[src/rtl/servo_motion_sequencer.sv]
// rtl/servo_motion_sequencer.sv - per-channel servo position ramping with frame-synchronous sweep
module servo_motion_sequencer #(
    parameter int N_CH       = 4,
    parameter int FRAME_CLKS = 1000000,
    parameter int POS_MAX    = 50000,
    parameter int PARK       = 25000
) (
    input  logic                clk,
    input  logic                reset,
    input  logic                cmd_valid,
    output logic                cmd_ready,
    input  logic [3:0]          cmd_ch,
    input  logic [15:0]         cmd_pos,
    input  logic [15:0]         cmd_step,
    output logic [32*N_CH-1:0]  control,
    output logic [N_CH-1:0]     busy,
    output logic                frame_tick
);

    localparam logic [19:0] FRAME_LAST = 20'(FRAME_CLKS - 1);
    localparam logic [15:0] POS_MAX16  = 16'(POS_MAX);
    localparam logic [15:0] PARK16     = 16'(PARK);
    localparam logic [3:0]  LAST_IDX   = 4'(N_CH - 1);

    typedef enum logic {IDLE, SWEEP} state_t;

    state_t      state_q, state_n;
    logic [3:0]  idx_q, idx_n;
    logic [19:0] frame_cnt_q;

    logic [15:0] pos_q  [N_CH];
    logic [15:0] tgt_q  [N_CH];
    logic [15:0] step_q [N_CH];
    logic [15:0] pos_n  [N_CH];
    logic [15:0] tgt_n  [N_CH];
    logic [15:0] step_n [N_CH];

    logic        cmd_fire;
    logic        ch_ok;
    logic [15:0] cmd_clamped;

    // One step of position toward target; 17-bit sums so the ramp never wraps.
    function automatic logic [15:0] step_toward(input logic [15:0] p,
                                                input logic [15:0] t,
                                                input logic [15:0] s);
        logic [16:0] up;
        logic [16:0] lim;
        up  = {1'b0, p} + {1'b0, s};
        lim = {1'b0, t} + {1'b0, s};
        if (s == 16'd0 || p == t)
            return p;
        else if (p < t)
            return (up >= {1'b0, t}) ? t : up[15:0];
        else
            return ({1'b0, p} <= lim) ? t : (p - s);
    endfunction

    assign frame_tick  = (frame_cnt_q == FRAME_LAST);
    assign cmd_ready   = (state_q == IDLE) && !reset;
    assign cmd_fire    = cmd_valid && cmd_ready;
    assign ch_ok       = ({1'b0, cmd_ch} < 5'(N_CH));
    assign cmd_clamped = (cmd_pos > POS_MAX16) ? POS_MAX16 : cmd_pos;

    // Free-running frame counter, wraps on the tick cycle.
    always_ff @(posedge clk) begin
        if (reset || frame_tick)
            frame_cnt_q <= 20'd0;
        else
            frame_cnt_q <= frame_cnt_q + 20'd1;
    end

    // FSM state and sweep index registers.
    always_ff @(posedge clk) begin
        if (reset) begin
            state_q <= IDLE;
            idx_q   <= 4'd0;
        end else begin
            state_q <= state_n;
            idx_q   <= idx_n;
        end
    end

    // Next-state: start a sweep after each tick, walk every channel once.
    always_comb begin
        state_n = state_q;
        idx_n   = idx_q;
        case (state_q)
            IDLE: begin
                if (frame_tick) begin
                    state_n = SWEEP;
                    idx_n   = 4'd0;
                end
            end
            SWEEP: begin
                if (idx_q == LAST_IDX) begin
                    state_n = IDLE;
                    idx_n   = 4'd0;
                end else begin
                    idx_n = idx_q + 4'd1;
                end
            end
            default: state_n = IDLE;
        endcase
    end

    // Channel datapath: commands only land in IDLE, sweep steps only in SWEEP.
    always_comb begin
        for (int i = 0; i < N_CH; i++) begin
            pos_n[i]  = pos_q[i];
            tgt_n[i]  = tgt_q[i];
            step_n[i] = step_q[i];
            if (cmd_fire && ch_ok && cmd_ch == 4'(i)) begin
                tgt_n[i]  = cmd_clamped;
                step_n[i] = cmd_step;
                if (cmd_step == 16'd0)
                    pos_n[i] = cmd_clamped;
            end
            if (state_q == SWEEP && idx_q == 4'(i))
                pos_n[i] = step_toward(pos_q[i], tgt_q[i], step_q[i]);
        end
    end

    // Channel registers and busy flags, busy follows the post-update relation.
    always_ff @(posedge clk) begin
        if (reset) begin
            for (int i = 0; i < N_CH; i++) begin
                pos_q[i]  <= PARK16;
                tgt_q[i]  <= PARK16;
                step_q[i] <= 16'd0;
            end
            busy <= '0;
        end else begin
            for (int i = 0; i < N_CH; i++) begin
                pos_q[i]  <= pos_n[i];
                tgt_q[i]  <= tgt_n[i];
                step_q[i] <= step_n[i];
                busy[i]   <= (pos_n[i] != tgt_n[i]);
            end
        end
    end

    for (genvar g = 0; g < N_CH; g++) begin : g_ctrl
        assign control[32*g +: 32] = {16'b0, pos_q[g]};
    end

endmodule

[config.mk]
export PLATFORM = sky130hd
export DESIGN_NAME = servo_motion_sequencer
export DESIGN_NICKNAME = d
export VERILOG_FILES = /design/src/rtl/servo_motion_sequencer.sv
export SDC_FILE = /design/constraint.sdc
export NUM_CORES = 1
export LEC_CHECK = 0
export CAP_MARGIN = 20
export CORE_ASPECT_RATIO = 0.75
export CORE_MARGIN = 5
export CORE_UTILIZATION = 45
export DETAILED_ROUTE_END_ITERATION = 10
export DONT_BUFFER_PORTS = 1
export MAX_ROUTING_LAYER = met4
export PLACE_DENSITY = 0.63
export SYNTH_ARGS = -nofsm -noshare
export SYNTH_HDL_FRONTEND = slang
export SYNTH_SLANG_ARGS = --single-unit
export TNS_END_PERCENT = 30
[constraint.sdc]
create_clock -name clk -period 18.2 [get_ports clk]
set_input_delay 3.64 -clock clk [delete_from_list [all_inputs] [get_ports clk]]
set_output_delay 3.64 -clock clk [all_outputs]
set_load 0.1 [all_outputs]
* Word level (Yosys, flattened, before mapping)
Memory sizes are Yosys's and may differ from the RTL's. Index checks and enable logic that the tools add are counted.
Storage, ports and cells: RAM bits 192, flip-flop bits (word level) 29, memories kept 3, output and inout bits 134
Memory list:
- pos_q | words 4, bits a word 16, rd ports 4, clocked after memory_dff 0, wr ports 4, RTL line 31 | logic [15:0] pos_q [N_CH];
- step_q | words 4, bits a word 16, rd ports 4, clocked after memory_dff 0, wr ports 4, RTL line 33 | logic [15:0] step_q [N_CH];
- tgt_q | words 4, bits a word 16, rd ports 4, clocked after memory_dff 0, wr ports 4, RTL line 32 | logic [15:0] tgt_q [N_CH];
Cells by class: add/sub/neg operators 14, bitwise operators 13, magnitude comparators 14, equality and inequality tests 16, muxes and demuxes 58, reductions and logical operators 24
Operators by type and width (count):
- 16-bit two-way mux | 49
- 16-bit by 16-bit adder with 17-bit output | 8
- 16-bit logical NOT | 5
- 17-bit by 16-bit >= comparator with 1-bit output | 4
- 16-bit by 17-bit less-or-equal comparator with 1-bit output | 4
- 16-bit == test | 4
- 16-bit < comparator | 4
- 16-bit inequality test | 4
- 16-bit subtractor | 4
- 20-bit by 1-bit adder with 20-bit output, second input constant | 1
- 20-bit == test, second input constant | 1
- 4-bit by 2-bit == test with 1-bit output, second input constant | 4
- 16-bit > comparator, second input constant | 1
- 1-bit bitwise OR | 12
- 1-bit logical AND | 11
- 4-bit by 1-bit == test with 1-bit output, second input constant | 2
- 4-bit logical NOT | 2
- 4-bit two-way mux | 2
- 4-bit one-hot mux with 2 select lines | 1
- 1-bit logical OR | 5
- 1-bit two-way mux | 5
- 4-bit by 1-bit adder with 4-bit output, second input constant | 1
- 4-bit by 3-bit < comparator with 1-bit output, second input constant | 1
- 2-bit inequality test, second input constant | 1
- 3 further kinds | 3

* Depth between registers and ports, before layout
depth after elaboration 8, gate-level depth with buffers 30, depth with buffers taken out 28

* Least setup slack after synthesis
Ideal clock, no wire load.
kind input -> output, from input port reset, to output port cmd_ready, stages 4, arrival time 5.495 ns, buffers on the path 3, path slack 9.065 ns, data required time 14.560 ns, path through clkbuf_1 clkbuf_1 buf_1 nor2_1
Between the ends: cells in the longest elaborated chain, start to end 2
Ends and longest elaborated chain:
- start: declaration | RTL line 9 | input logic reset,
- 1-bit logical NOT | RTL line 59 | assign cmd_ready = (state_q == IDLE) && !reset;
- 1-bit logical AND | RTL line 59
- end: declaration | RTL line 11 | output logic cmd_ready,
No other way between the ends.

* Final worst setup path
Ends and elaborated chain as after synthesis.

==> impl_results.md <==
- Vias in the first global route: 24600
- Pre-antenna DRT Iters: 8
- Unique masters post-synth: 89
- Clock Path Buffers: 3
- Final net count: 3944
- Die Wd: 287 um
- Unrepaired setup endpoints after global routing: no
- Post-synthesis sequential area ratio: approximately 17%
- Final Power: between 1000 and 1500 uW
- Final ANT Viol Nets: 0
- Synth area leaders: ha_1 (19%), dfxtp_1 (17%), a21oi_1 (6.7%)
- Dominant cell type by area after synthesis: ha_1
- CTS tree: built
- CTS Buf Count: 25
- Clk_lat worst skew: roughly 560 ps
- Asr flop ratio synth: 0%
- Most common cell in the netlist: ha_1
- I/O Pins: 173
- Primary FF master, synth: dfxtp_1
- Yosys reg bits: 221
- Pleak: 0.0117 uW
- Cts repair resizes: 0
- Mean Syn Cell Area: 7.37 um^2
- Setup TNS: 0 ps
- Fill count: between 5000 and 6000
- F_max: around 0.12 GHz
- CTS Hold Bufs: 0
- Worst hold-check path type: register to register
- Layout cells sized above 1: 5.53%
- Routability cong.: 1.03
- CP Capture Type: output port
- GR Util All Layers: 32.1%
- YS warnings: 0
- Area Growth Syn to Fin: 7.25%
- Worst Path Arrival: approximately 4400 ps
- Vias: 27200
- Grt ovf: 0
- Final wirelength: 103 mm
- Required @ worst endpoint: 14560 ps
- Row cnt: 76
- # setup viols final: 0
- Power per cell area: 48.8 mW/mm^2
- Yosys top cell area share: 18.5%
- Critical path class: primary input to output port
- Worst Clk Skew: about 15 ps
- Synth top cells by count: ha_1 (385), nand2_1 (373), a21oi_1 (350), nor2_1 (322), inv_1 (225)
- Detailed-route wire length per cell: 23.8 um
- Root Driver: clkbuf_16
- Iter 0 DRT Violations: 3339
- Period Utilization, post-route: roughly 44%
- Worst IR Drop VDD: 59.3 uV
- Initial antenna violation count: 3
- Post-route minimum period: a little over 8000 ps
- Via density: 6.31
- Slew Limit Fails: 0
- Cell chain of the critical path: nor2_2
- Worst-Margin Slew: 1130 ps
- Initial core utilization: a little under half
- Largest net degree at the start of global routing: 157
- HPWL Detailed: 80.7 mm
- Number of flops mapped to enable cells by yosys: 0
- Max-Cap Viols: 0
- Final Hold Vio Count: 0
- Clock transition at path regs: 60 ps
- Status: completed
- H-Tree Depth: 1
- Global-route wire length before repair: 154 mm
- DRC violations left: 0
- Buffers plus inverters on the worst setup path: 0
- Crit-path max cell delay: 800 ps
- Core Area: approximately 0.057 mm^2
- Die height: approximately 220 um
- Top Family by Delay on Critical Path: simple AND/OR/NAND/NOR gates
- Post-Syn Area: 0.0260 mm^2
- FF+latch area: 0.00443 mm^2
- Multi-input logic area: 0.0200 mm^2
- Clock sinks: approximately 220
- Crit Path Max Fanout: 156
- Setup Fix Bufs, Post-CTS: 0
- Slowest-stage cell, CP: nor2_2
- Post-Synthesis Cells: 3526
- Reg2Reg Setup Slack: 10860 ps
- Startpoint class of the critical path: primary input
- Max-slew headroom: 24.4%
- Total die area: ~0.063 mm^2
- # port buffers: 0
[metrics by stage]
step | setup WS [ps] | util [%] | cells | hold slack [ps] | instance area [um^2]
floorplan | 9060 | - | 3589 | 418 | 26200
global placement | 10110 | 47.0 | 4261 | 433 | 27000
detailed placement | 10100 | 47.0 | 4261 | 442 | 27000
CTS | 10100 | 48.6 | 4306 | 456 | 27900
global route | 10100 | 48.6 | 4308 | 483 | 27900
finish | 10120 | 48.6 | 4308 | 456 | 27900
[registers in the layout, indices dropped and copies added (netlist names)]
register     flops
step_q          64
frame_cnt_q     20
state_q          1
busy             4
idx_q            4
pos_q           64
tgt_q           64
[power breakdown]
part           internal [uW]  switching (uW)  total (uW)
sequential               487            15.3         503
combinational           77.3             211         288
clock                    323             246         569
[path summary, 6_finish.rpt]
kind                                       end  cells past startpoint      startpoint
worst max-delay path                 cmd_ready                      1           reset
worst min-delay path            frame_cnt_q[0]                      1  frame_cnt_q[0]
worst max register to register         busy[2]                     24    step_q[2][2]
worst min register to register  frame_cnt_q[0]                      1  frame_cnt_q[0]
[cell families (layout without fill, tap and decap cells)]
group | Yosys count | in the layout | synth area share [%]
muxes | 24 | 24 | 0.929
adders and majority gates | 397 | 397 | 19.5
xor gates and xnor gates | 197 | 197 | 6.64
and+or+nand+nor | 1145 | 1145 | 20.7
DFF | 221 | 221 | 17.0
other | 1 | 66 | 0.0144
buffers and inverters | 432 | 369 | 7.21
AOI/OAI and AO/OA | 1109 | 1109 | 28.0
[layer usage]
| metal | GRT usage [%] | vias to the layer above | part of all wire [%] |
|---|---|---|---|
| met5 | - | - | 0 |
| met4 | 7.46 | 0 | 2.8 |
| met3 | 8.33 | 189 | 13 |
| met2 | 43.2 | 1571 | 39 |
| met1 | 47.4 | 12700 | 45 |
| li1 | - | 12800 | - |
[layout make-up]
| class | instances | share of cell area (%) |
|---|---|---|
| antenna | 2 | 0.0180 |
| clock buffer | 27 | 2.34 |
| clock inverter | 18 | 0.871 |
| inverter | 225 | 3.03 |
| multi-input combinational | 2936 | 71.6 |
| sequential | 221 | 15.9 |
| tap | 780 | 3.50 |
| timing repair buffer | 99 | 2.74 |
[cell usage in the layout (no fill, tap or decap), types with 12 or more instances in the layout]
cell / n
ha_1: 385
nand2_1: 373
a21oi_1: 350
nor2_1: 321
inv_1: 224
dfxtp_1: 219
o21ai_0: 174
xnor2_1: 133
buf_4: 98
nand3_1: 86
xor2_1: 64
conb_1: 64
nor3_1: 57
o22ai_1: 57
nand2b_1: 49
a21o_1: 49
nand4_1: 48
o21bai_1: 45
a211oi_1: 41
nor4_1: 40
a31oi_1: 34
a221oi_1: 33
o211ai_1: 30
o21a_1: 30
nor2b_1: 28
o221ai_1: 26
or3_1: 25
clkbuf_16: 25
o31ai_1: 23
a22oi_1: 23
mux2i_1: 23
and3_1: 22
a2111oi_0: 17
or2_2: 15
or4_1: 15
a21boi_0: 15
and2_1: 14
fa_1: 12
Note: power is estimated with default switching activity, not from simulation.
